==> src/rtl/bk_sector_sequencer.sv <==
// Backup-RAM save/load sequencer: walks SECTORS sector requests over the sd_rd/sd_wr/sd_ack handshake.
// Optional autosave on OSD close is enabled by defining BK_AUTOSAVE_EN.
module bk_sector_sequencer #(
    parameter int SECTORS   = 128,
    parameter int SLOT_BITS = 2,
    parameter int TIMEOUT_W = 24
) (
    input  logic                 clk_sys,
    input  logic                 reset,
    input  logic                 downloading,
    input  logic                 img_mounted,
    input  logic                 img_readonly,
    input  logic [63:0]          img_size,
    input  logic                 bk_load,
    input  logic                 bk_save,
    input  logic [SLOT_BITS-1:0] slot,
    input  logic                 sd_ack,
`ifdef BK_AUTOSAVE_EN
    input  logic                 bram_wr,
    input  logic                 osd_open,
`endif
    output logic [31:0]          sd_lba,
    output logic                 sd_rd,
    output logic                 sd_wr,
    output logic                 bk_ena,
    output logic                 bk_loading,
    output logic                 bk_busy,
    output logic                 bk_done,
    output logic                 bk_err
);
    localparam int IDX_W = $clog2(SECTORS);
    localparam logic [IDX_W-1:0] LAST_IDX = IDX_W'(SECTORS - 1);

    typedef enum logic [1:0] {IDLE, REQ, XFER} state_t;

    state_t                 r_state;
    logic                   r_old_load, r_old_save, r_old_dl, r_old_ack;
    logic [SLOT_BITS-1:0]   r_slot;
    logic [IDX_W-1:0]       r_idx;
    logic                   r_is_load;
    logic [TIMEOUT_W-1:0]   r_wdog;
    logic [31:0]            r_sd_lba;
    logic                   r_sd_rd, r_sd_wr, r_bk_ena, r_bk_loading, r_bk_busy, r_bk_done, r_bk_err;

    logic                   w_load_rise, w_save_rise, w_dl_rise, w_ack_rise, w_ack_fall;
    logic                   w_mount_ok, w_start, w_auto_start;
    logic [IDX_W-1:0]       w_idx_next;
    logic [TIMEOUT_W-1:0]   w_wdog_inc;
    logic                   w_wdog_expire;

    assign w_load_rise   = bk_load & ~r_old_load;
    assign w_save_rise   = bk_save & ~r_old_save;
    assign w_dl_rise     = downloading & ~r_old_dl;
    assign w_ack_rise    = sd_ack & ~r_old_ack;
    assign w_ack_fall    = ~sd_ack & r_old_ack;
    assign w_mount_ok    = downloading & img_mounted & (img_size != 64'd0) & ~img_readonly;
    assign w_start       = (r_state == IDLE) &
                           ((r_bk_ena & (w_load_rise | w_save_rise)) | w_auto_start);
    assign w_idx_next    = r_idx + 1'b1;
    assign w_wdog_inc    = r_wdog + 1'b1;
    // Expire on the cycle the counter would reach all-ones.
    assign w_wdog_expire = &w_wdog_inc;

`ifdef BK_AUTOSAVE_EN
    logic r_dirty, r_old_osd;

    // Manual triggers are evaluated first in w_start; autosave only ever requests a save.
    assign w_auto_start = ~osd_open & r_old_osd & r_dirty & r_bk_ena & (r_state == IDLE);

    always_ff @(posedge clk_sys or posedge reset) begin
        if (reset) begin
            r_dirty   <= 1'b0;
            r_old_osd <= 1'b0;
        end else begin
            r_old_osd <= osd_open;
            if (w_start)
                r_dirty <= 1'b0;
            else if (bram_wr)
                r_dirty <= 1'b1;
        end
    end
`else
    assign w_auto_start = 1'b0;
`endif

    always_ff @(posedge clk_sys or posedge reset) begin
        if (reset) begin
            r_state      <= IDLE;
            r_old_load   <= 1'b0;
            r_old_save   <= 1'b0;
            r_old_dl     <= 1'b0;
            r_old_ack    <= 1'b0;
            r_slot       <= '0;
            r_idx        <= '0;
            r_is_load    <= 1'b0;
            r_wdog       <= '0;
            r_sd_lba     <= '0;
            r_sd_rd      <= 1'b0;
            r_sd_wr      <= 1'b0;
            r_bk_ena     <= 1'b0;
            r_bk_loading <= 1'b0;
            r_bk_busy    <= 1'b0;
            r_bk_done    <= 1'b0;
            r_bk_err     <= 1'b0;
        end else begin
            r_old_load <= bk_load;
            r_old_save <= bk_save;
            r_old_dl   <= downloading;
            r_old_ack  <= sd_ack;
            r_bk_done  <= 1'b0;

            if (w_mount_ok)
                r_bk_ena <= 1'b1;
            else if (w_dl_rise)
                r_bk_ena <= 1'b0;

            case (r_state)
                IDLE: begin
                    if (w_start) begin
                        r_slot       <= slot;
                        r_idx        <= '0;
                        r_is_load    <= w_load_rise;
                        r_sd_lba     <= 32'({slot, {IDX_W{1'b0}}});
                        r_sd_rd      <= w_load_rise;
                        r_sd_wr      <= ~w_load_rise;
                        r_bk_loading <= w_load_rise;
                        r_bk_busy    <= 1'b1;
                        r_bk_err     <= 1'b0;
                        r_wdog       <= '0;
                        r_state      <= REQ;
                    end
                end
                REQ, XFER: begin
                    if (w_dl_rise || (!(w_ack_rise || w_ack_fall) && w_wdog_expire)) begin
                        // New download or stalled HPS: drop everything, only the watchdog flags it.
                        r_bk_err     <= ~w_dl_rise;
                        r_sd_rd      <= 1'b0;
                        r_sd_wr      <= 1'b0;
                        r_bk_loading <= 1'b0;
                        r_bk_busy    <= 1'b0;
                        r_wdog       <= '0;
                        r_state      <= IDLE;
                    end else if (r_state == REQ && w_ack_rise) begin
                        r_sd_rd <= 1'b0;
                        r_sd_wr <= 1'b0;
                        r_wdog  <= '0;
                        r_state <= XFER;
                    end else if (r_state == XFER && w_ack_fall) begin
                        r_wdog <= '0;
                        if (r_idx == LAST_IDX) begin
                            r_bk_done    <= 1'b1;
                            r_bk_loading <= 1'b0;
                            r_bk_busy    <= 1'b0;
                            r_state      <= IDLE;
                        end else begin
                            r_idx    <= w_idx_next;
                            r_sd_lba <= 32'({r_slot, w_idx_next});
                            r_sd_rd  <= r_is_load;
                            r_sd_wr  <= ~r_is_load;
                            r_state  <= REQ;
                        end
                    end else if (w_ack_rise || w_ack_fall) begin
                        r_wdog <= '0;
                    end else begin
                        r_wdog <= w_wdog_inc;
                    end
                end
                default: r_state <= IDLE;
            endcase
        end
    end

    assign sd_lba     = r_sd_lba;
    assign sd_rd      = r_sd_rd;
    assign sd_wr      = r_sd_wr;
    assign bk_ena     = r_bk_ena;
    assign bk_loading = r_bk_loading;
    assign bk_busy    = r_bk_busy;
    assign bk_done    = r_bk_done;
    assign bk_err     = r_bk_err;
endmodule

==> config.mk <==
export PLATFORM = sky130hd
export DESIGN_NAME = bk_sector_sequencer
export DESIGN_NICKNAME = d
export VERILOG_FILES = /design/src/rtl/bk_sector_sequencer.sv
export SDC_FILE = /design/constraint.sdc
export NUM_CORES = 1
export LEC_CHECK = 0
export ABC_AREA = 0
export BUFFER_PORTS_ARGS = -buffer_cell sky130_fd_sc_hd__buf_2
export CORE_MARGIN = 4
export CORE_UTILIZATION = 45
export CTS_CLUSTER_DIAMETER = 120
export DETAILED_ROUTE_END_ITERATION = 10
export PLACE_DENSITY = 0.72
export SETUP_SLACK_MARGIN = 0.2
export SLEW_MARGIN = 20
export SYNTH_ARGS = -nofsm -noshare
export SYNTH_HDL_FRONTEND = slang
export SYNTH_SLANG_ARGS = --single-unit
==> constraint.sdc <==
create_clock -name clk_sys -period 7.65 [get_ports clk_sys]
set_input_delay 1.53 -clock clk_sys [delete_from_list [all_inputs] [get_ports clk_sys]]
set_output_delay 1.53 -clock clk_sys [all_outputs]
set_load 0.005 [all_outputs]
==> impl_metrics.ini <==
[status]
outcome = complete, no violations

[worst_setup_path]
crit_fanout = 35
cp.arrival_ns = 3.84
critPathRequiredTime_ns = 7.87
crit_slowest_cell = or2_1
crit_path_cell_trace = buf_2, inv_1, ha_1, nand4_1, nor3_1, and3_1, nand4_1, or2_1, buf_4, nand2_1, o31ai_1
crit_top_cell = nand4_1
worst_path_largest_cell_delay_ns = 0.49
critPathKind = input pin to flip-flop
cp-end-kind = flip-flop
crit_path_start_kind = input pin

[sta]
min_period_ns = 3.62
clock_skew_ns = 0.0131
relSlewSlack_pct = 42.5
hold_viol = 0
fin_crit_sh_pct = 47.3
drv_slew = 0
fmax_ghz = 0.276
rsz0062_at_grt = false
finalSetupTns_ns = 0
max_slew.worst_pin.slew_ns = 0.862
setup_violations = 0

[cts]
ctsResizeCount = 0
clk_pin_slew_worst_paths_ns = 0.10
clockBufferDepth = 2
numCtsBuffers = 5
clk_latency_ns = 0.31
holdBufCountCts = 0
cts_root_buf = clkbuf_8
cts_setup_buffers = 0
cts_tree = done
numClockSinks = 49
h-tree-depth = 2

[synth]
synth_top_family_by_area = simple AND/OR/NAND/NOR gates
synth_ff_type = dfrtp_1
synth_cell_types = 64
synth_edf_count = 0
ys_seq_elements = 49
syn_avg_cell_area_um2 = 8.16
synth_compound_area_share_pct = 19.5
synth_top_area_share_pct = 35.1
ys.warnings.count = 0
syn_inst = 428
synth_top_area_cell = dfrtp_1
synth_async_sr_flop_share_pct = 100
synthMuxAreaShare_pct = 0.931
synthSimpleGateAreaFrac_pct = 29.0
synth_area_leaders = dfrtp_1, buf_4, nand4_1
ys_seq_area_share_pct = 35.1
syn_area_um2 = 3490
synth.most_common_cell = dfrtp_1
synth_xor_area_share_pct = 0.752
synthTopCellsByCount = dfrtp_1, nand2_1, nand4_1
synth_adder_area_share_pct = 3.22

[drt]
wirelength_mm = 9.18
viasPerCell = 5.81
ant_nets = 0
top_layer = met4
dr.pass1.iters = 4
wl_met2_mm = 4.36
wl_met3_um = 687
drc = 0
wl_per_cell_um = 15.3
vias = 3486
wl_met1_mm = 3.92
first_iter_violations = 152

[die]
die_h_um = 96.1
start_util_pct = 47.2
die_area_um2 = 9240
ioPinCount = 113
die_x_um = 96.1
coreArea_um2 = 7410
rows = 31

[finish]
utilization_pct = 53.3
antennaDiodeCount = 0
drive_above_1_share_pct = 23.2
layout-area-overhead-vs-synth_pct = 13.1
nets = 583
fill_cells = 708

[global_routing]
grt_pass1_wl_mm = 14.8
grt_antenna_before_repair = 0
grt_max_degree = 50
grt_usage_pct = 20.2
grt-ovfl-total = 0
grt_pass1_vias = 3263

[job]
cap_violations = 0

[hold_path]
hp-class = flip-flop to flip-flop

[placement]
dp_hpwl_mm = 6.86
gp_congestion = 0.849
port_buffers = 89

[power]
vdd_drop_max_v = 0.000162
p_leak_uw = 0.00172
p_per_area_nw_per_um2 = 251
-- area by class of cell --
class	instances	area [µm²]	area share, %
Multi-Input combinational cell	328	1960	49.5
Sequential cell	49	1230	31.0
Timing Repair Buffer	92	468	11.8
Tap cell	99	124	3.13
Inverter	24	91.3	2.31
Clock buffer	6	72.6	1.84
Clock inverter	2	13.8	0.348
-- worst paths after layout --
kind                                        from                endpoint  slack [ns]  cells after the start
min                        r_is_load$_DFFE_PP0P_   r_is_load$_DFFE_PP0P_        0.51                      2
max in group asynchronous                  reset  r_wdog[18]$_DFFE_PP0P_        5.77                      2
min reg2reg                r_is_load$_DFFE_PP0P_   r_is_load$_DFFE_PP0P_        0.51                      2
max reg2reg                r_wdog[1]$_DFFE_PP0P_   r_wdog[1]$_DFFE_PP0P_        4.14                     10
min in group asynchronous                  reset   r_wdog[7]$_DFFE_PP0P_        1.33                      2
max                                       sd_ack   r_wdog[1]$_DFFE_PP0P_        4.03                     11
-- cell usage in the layout, fill, tap and decap left out, types with 10 or more instances in the layout --
| master | instances |
|---|---|
| a21oi_1 | 16 |
| a31oi_1 | 18 |
| buf_2 | 89 |
| conb_1 | 23 |
| dfrtp_1 | 49 |
| inv_1 | 22 |
| nand2_1 | 46 |
| nand3_1 | 18 |
| nand4_1 | 28 |
| nor2_1 | 23 |
| nor3_1 | 14 |
| nor4_1 | 21 |
| o211ai_1 | 10 |
| o21ai_0 | 21 |
-- cell families after synthesis --
logic type      Yosys count
mux                       3
xor+xnor                  3
fa+ha+maj                 9
buf+inv                  73
flops                    49
compound gates          101
other cells               1
simple gates            189
-- state kept, by name, indices dropped and copies added (netlist names), 2 cells and up --
register and flops:
r_wdog 24, r_state 2, r_slot 2, r_idx 6
sd_lba 3
-- routing by layer --
layer	vias to the layer above	global-route usage, %
li1	1686	-
met1	1627	26.2
met2	158	33.4
met3	15	3.28
met4	0	8.06
met5	-	0
-- power by group --
part	internal, µW	switching [µW]
registers	306	43.0
logic	184	301
clock network	65.4	93.3
total	555	438
-- worst max-delay path, delay by kind of cell --
kind | cells | cell delay (ns)
compound gates | 1 | 0.26
fa+ha+maj | 1 | 0.29
buf+inv | 3 | 0.61
simple gates | 6 | 1.15
-- through the flow --
stage | cell area, µm² | setup slack [ns] | hold slack [ns] | instances | power (µW)
final | 3950 | 4.03 | 0.506 | 600 | 992
after global routing | 3950 | 3.79 | 0.542 | 600 | 1070
after CTS | 3950 | 4.01 | 0.511 | 600 | 992
after detailed placement | 3860 | 3.69 | 0.488 | 592 | 834
after global placement | 3860 | 3.81 | 0.475 | 592 | 817
after floorplan | 3580 | 4.41 | 0.451 | 450 | 704
Note: power is estimated with default switching activity, not from simulation.
